### src/rtl/ex_operand_sequencer.sv
// EX-stage operand sequencer.
// Selects forwarded operands for the single-cycle ALU and, for multi-cycle
// operations, captures the operands, stalls the front of the pipeline and
// runs a start/done handshake with the multi-cycle functional unit.
// The captured operands stay valid after the ME/WB stage drains, which is
// what allows the pipeline front to be frozen safely for the whole operation.
module ex_operand_sequencer #(
    parameter int DATA_W = 32
) (
    input  logic              clk,
    input  logic              rst,
    input  logic [1:0]        forward_RA,
    input  logic [1:0]        forward_RB,
    input  logic [DATA_W-1:0] rf_a,
    input  logic [DATA_W-1:0] rf_b,
    input  logic [DATA_W-1:0] alu_me,
    input  logic [DATA_W-1:0] res_wb,
    input  logic              in_valid,
    input  logic              in_multi,
    input  logic              flush,
    output logic [DATA_W-1:0] op_a,
    output logic [DATA_W-1:0] op_b,
    output logic [DATA_W-1:0] fu_a,
    output logic [DATA_W-1:0] fu_b,
    output logic              fu_start,
    input  logic              fu_ready,
    input  logic              fu_done,
    input  logic [DATA_W-1:0] fu_result,
    output logic              stall,
    output logic              result_valid,
    output logic [DATA_W-1:0] mul_result
);

    typedef enum logic [2:0] {
        S_IDLE  = 3'd0,
        S_ISSUE = 3'd1,
        S_WAIT  = 3'd2,
        S_DRAIN = 3'd3,
        S_DONE  = 3'd4
    } state_t;

    state_t            r_state;
    logic [DATA_W-1:0] r_cap_a;
    logic [DATA_W-1:0] r_cap_b;
    logic [DATA_W-1:0] r_mul_result;

    logic [DATA_W-1:0] w_sel_a;
    logic [DATA_W-1:0] w_sel_b;
    logic              w_is_idle;
    logic              w_launch;
    logic              w_busy;

    // Forwarding mux for operand A: encoding 11 falls back to the register file.
    always_comb begin
        w_sel_a = rf_a;
        case (forward_RA)
            2'b01:   w_sel_a = alu_me;
            2'b10:   w_sel_a = res_wb;
            default: w_sel_a = rf_a;
        endcase
    end

    // Forwarding mux for operand B, same encoding as operand A.
    always_comb begin
        w_sel_b = rf_b;
        case (forward_RB)
            2'b01:   w_sel_b = alu_me;
            2'b10:   w_sel_b = res_wb;
            default: w_sel_b = rf_b;
        endcase
    end

    assign w_is_idle = (r_state == S_IDLE);
    // A multi-cycle instruction must freeze the front in the very cycle it is
    // seen, before the FSM has left IDLE, hence the combinational launch term.
    assign w_launch  = w_is_idle & in_valid & in_multi & ~flush;
    assign w_busy    = (r_state == S_ISSUE) | (r_state == S_WAIT) | (r_state == S_DRAIN);

    // Outside IDLE the ALU sees the captured operands, since the forwarding
    // sources may have drained while the pipeline front is frozen.
    assign op_a         = w_is_idle ? w_sel_a : r_cap_a;
    assign op_b         = w_is_idle ? w_sel_b : r_cap_b;
    assign fu_a         = r_cap_a;
    assign fu_b         = r_cap_b;
    assign fu_start     = (r_state == S_ISSUE) & fu_ready & ~flush;
    assign stall        = ~rst & (w_launch | w_busy);
    assign result_valid = (r_state == S_DONE);
    assign mul_result   = r_mul_result;

    // Sequencer FSM: operand capture, FU handshake, flush drain and result latch.
    always_ff @(posedge clk) begin
        if (rst) begin
            r_state      <= S_IDLE;
            r_cap_a      <= {DATA_W{1'b0}};
            r_cap_b      <= {DATA_W{1'b0}};
            r_mul_result <= {DATA_W{1'b0}};
        end else begin
            case (r_state)
                S_IDLE: begin
                    if (w_launch) begin
                        r_cap_a <= w_sel_a;
                        r_cap_b <= w_sel_b;
                        r_state <= S_ISSUE;
                    end else begin
                        r_state <= S_IDLE;
                    end
                end
                S_ISSUE: begin
                    if (flush) begin
                        r_state <= S_IDLE;
                    end else if (fu_ready) begin
                        r_state <= S_WAIT;
                    end else begin
                        r_state <= S_ISSUE;
                    end
                end
                S_WAIT: begin
                    if (fu_done && !flush) begin
                        r_mul_result <= fu_result;
                        r_state      <= S_DONE;
                    end else if (flush && !fu_done) begin
                        r_state <= S_DRAIN;
                    end else if (flush && fu_done) begin
                        // Squashed instruction whose result arrives now: drop it.
                        r_state <= S_IDLE;
                    end else begin
                        r_state <= S_WAIT;
                    end
                end
                S_DRAIN: begin
                    // The FU cannot be aborted; swallow its result when it comes.
                    if (fu_done) begin
                        r_state <= S_IDLE;
                    end else begin
                        r_state <= S_DRAIN;
                    end
                end
                S_DONE: begin
                    r_state <= S_IDLE;
                end
                default: begin
                    r_state <= S_IDLE;
                end
            endcase
        end
    end

endmodule
### config.mk
export PLATFORM = sky130hd
export DESIGN_NAME = ex_operand_sequencer
export DESIGN_NICKNAME = d
export VERILOG_FILES = /design/src/rtl/ex_operand_sequencer.sv
export SDC_FILE = /design/constraint.sdc
export NUM_CORES = 1
export LEC_CHECK = 0
export ABC_AREA = 0
export BUFFER_PORTS_ARGS = -buffer_cell sky130_fd_sc_hd__buf_4
export CORE_AREA = 8 8 124 126
export DETAILED_ROUTE_END_ITERATION = 10
export DIE_AREA = 0 0 132 134
export PLACE_DENSITY = 0.78
export REMOVE_ABC_BUFFERS = 1
export SYNTH_ARGS = -nofsm -noshare
export SYNTH_HDL_FRONTEND = slang
export SYNTH_SLANG_ARGS = --single-unit
### constraint.sdc
create_clock -name clk -period 3.3 [get_ports clk]
set_input_delay 0.66 -clock clk [delete_from_list [all_inputs] [get_ports clk]]
set_output_delay 0.66 -clock clk [all_outputs]
set_load 0.01 [all_outputs]
==> flow_metrics.py <==
metrics = {
    "grt": {
        "grt_usage": 0.2615,
        "grt_max_degree": 65,
        "antenna_found_initial": 0,
        "grt_pass1_wl_mm": 37.16,
        "grt.overflow.total": 0,
        "grt_pass1_vias": 6346,
    },
    "clocking": {
        "cts_root_buf": "clkbuf_16",
        "path_clk_slew_ps": 70,
        "cts_setup_buffers": 0,
        "cts_max_level": 3,
        "cts_tree": "done",
        "numCtsBuffers": 9,
        "cts_max_path_buffers": 2,
        "ctsHoldBuffers": 0,
        "insertion_delay_ps": 350,
        "ctsResizeCount": 0,
        "clock_sinks": 99,
    },
    "power_and_ir_drop": {
        "clkPwrFrac": 0.332,
        "switchingPower_mw": 1.009,
        "pwr-share-seq": 0.380,
        "peakVddDrop_uv": 235.0,
        "p_leak_nw": 3.448,
        "cellInternalPower_mw": 2.295,
        "combPwrFrac": 0.288,
        "power-per-cell-area_nw_per_um2": 406.7,
        "switching_share": 0.3054,
        "power.total_mw": 3.304,
    },
    "timing": {
        "setup_viol": 0,
        "period_needed_ps": 2933,
        "rsz0062_at_grt": "false",
        "timing.slew.headroom": 0.4965,
        "worstMarginPinSlew_ps": 755.3,
        "max_freq_mhz": 341.0,
        "skew_ps": 7.038,
        "period_share": 0.8887,
        "final-max-slew-violation-count": 0,
        "finalHoldViolCount": 0,
    },
    "floorplan": {
        "ioPinCount": 334,
        "die_h_um": 134,
        "die-area_um2": 17690,
        "design.core.area_um2": 13500,
        "start_util": 0.3892,
        "fp.dieW_um": 132,
        "row_count": 43,
    },
    "worst_setup_path": {
        "worstPathArrival_ps": 2270,
        "cp_max_fo": 14,
        "cp.required_ps": 2640,
        "end_kind": "output pin",
        "startpoint_type": "input port",
        "r2r_setup_slack_ps": 1330,
        "crit_type": "input port to output pin",
    },
    "yosys": {
        "yosysUniqueCellTypes": 32,
        "synth-seq-area-share": 0.3771,
        "ys.flop_type": "dfxtp_1",
        "avgSynthCellArea_um2": 7.618,
        "synth_seq_cells": 99,
        "async_reset_ff_frac": 0,
        "synth-edff-count": 0,
        "netlist_area_um2": 5256,
        "netlist_instances": 690,
        "yosysWarnings": 0,
    },
    "route": {
        "detail_route.vias_per_cell": 5.821,
        "postRouteAntennaNets": 0,
        "wl_mm": 24.76,
        "firstDrtPassIters": 5,
        "drc_errors": 0,
        "wl_per_cell_um": 21.31,
        "num_vias": 6764,
        "drt_iter0_drc": 527,
    },
    "cells_and_area": {
        "nNetsFinal": 1152,
        "drive_above_1_share": 0.3859,
        "syn2layout_area_growth_pct": 54.56,
        "final_core_util": 0.6016,
        "fillers": 1244,
        "diodes": 0,
        "stdcell_area_um2": 8124,
    },
    "status": {
        "outcome": "completed",
    },
    "placed_design": {
        "dp_hpwl_mm": 17.95,
        "portBuffers": 333,
        "gp_congestion": 0.9712,
        "post_dp_cell_area_um2": 7820,
    },
    "run": {
        "drv_cap": 0,
    },
    "hold_path": {
        "hp-class": "register to register",
    },
}
==> logic make-up after synthesis <==
| logic type | Yosys count | synth area share |
|---|---|---|
| simple gates | 177 | 0.1490 |
| buf+inv | 86 | 0.07713 |
| flops | 99 | 0.3771 |
| compound gates | 324 | 0.3873 |
| fa+ha+maj | 4 | 0.009522 |
==> metal layers <==
layer,share of wire,GRT usage,vias to the layer above
met5,0,0,-
met4,0.043,0.1334,0
met3,0.095,0.06694,64
met2,0.48,0.4284,401
met1,0.39,0.3117,3148
li1,-,-,3151
==> synth_stat cells (all sizes together), types with 2 or more instances <==
library cell	n	area, um^2
a21oi	33	165.2
a221o	64	640.6
and2	3	18.77
buf	31	197.7
clkbuf	47	177.7
dfxtp	99	1982
ha	4	50.05
inv	8	30.03
nand2	129	484.2
nand3	33	170.2
nor3	2	10.01
nor4b	2	32.53
o21ai	161	813.3
o22ai	64	400.4
==> final timing paths <==
kind | start | end | cells past startpoint
max | forward_RB[0] | op_b[18] | 8
min | mul_result[22]$_SDFFE_PP0P_ | mul_result[22]$_SDFFE_PP0P_ | 2
max reg2reg | r_state[0]$_SDFF_PP0_ | fu_a[3]$_SDFFE_PP0P_ | 4
min reg2reg | mul_result[22]$_SDFFE_PP0P_ | mul_result[22]$_SDFFE_PP0P_ | 2
==> through the flow <==
stage | cells | hold WS (ps) | setup slack (ps) | setup TNS, ps
after floorplan | 612 | 480.8 | -276.8 | -13320
after global placement | 1146 | 450.6 | 389.7 | 0
after detailed placement | 1146 | 457.5 | 357.5 | 0
after CTS | 1162 | 466.8 | 359.5 | 0
after global routing | 1162 | 492.9 | 260.2 | 0
final | 1162 | 465.0 | 367.4 | 0
==> cell usage in the layout, fill, tap and decap left out <==
| cell type | n |
|---|---|
| o22ai_1 | 64 |
| a311oi_1 | 1 |
| nor2b_1 | 1 |
| or3_4 | 1 |
| nand2b_1 | 1 |
| a21oi_1 | 33 |
| clkinvlp_4 | 1 |
| o21ai_1 | 52 |
| a221o_1 | 64 |
| bufinv_16 | 1 |
| clkbuf_16 | 9 |
| nor4b_1 | 1 |
| nor2_1 | 1 |
| clkbuf_8 | 1 |
| dfxtp_1 | 99 |
| nand3b_1 | 1 |
| nand3_2 | 1 |
| nor3_1 | 2 |
| ha_1 | 4 |
| and4bb_4 | 1 |
| and2_2 | 1 |
| nand3_1 | 32 |
| buf_4 | 350 |
| nor4b_4 | 1 |
| clkinv_4 | 2 |
| and2b_1 | 1 |
| a211oi_1 | 1 |
| o21ai_0 | 107 |
| or4b_4 | 1 |
| and2_1 | 2 |
| inv_1 | 7 |
| buf_12 | 4 |
| nand2_1 | 129 |
| inv_2 | 1 |
| o21ai_2 | 2 |
| clkinv_2 | 2 |
==> state kept, by name, indices dropped and copies added, names as in the netlist <==
signal	flops
fu_a	32
fu_b	32
mul_result	32
r_state	3
==> cell type report <==
type	instances	area (um^2)	share of cell area
flip-flops and latches	99	1982	0.2440
inverters	8	30.03	0.003696
well taps	180	225.2	0.02772
repair buffers	354	2708	0.3333
clock inverters	6	65.06	0.008009
clock buffers	10	239.0	0.02942
multi-input cells	505	2875	0.3539
==> critical path, cell delays in order <==
cell and delay, ps:
buf_4 80, inv_1 30, ha_1 290, inv_1 400, buf_4 320, o21ai_0 140, o21ai_1 180, buf_4 150
==> power groups by stage <==
stage,registers (mW),clock network (mW),logic (mW)
after floorplan,1.29,0,0.363
after global placement,1.28,0,0.939
after detailed placement,1.28,0,0.944
after CTS,1.25,1.11,0.947
after global routing,1.26,1.16,1.02
final,1.25,1.10,0.953
No activity file was read; power rests on OpenSTA's default activity.
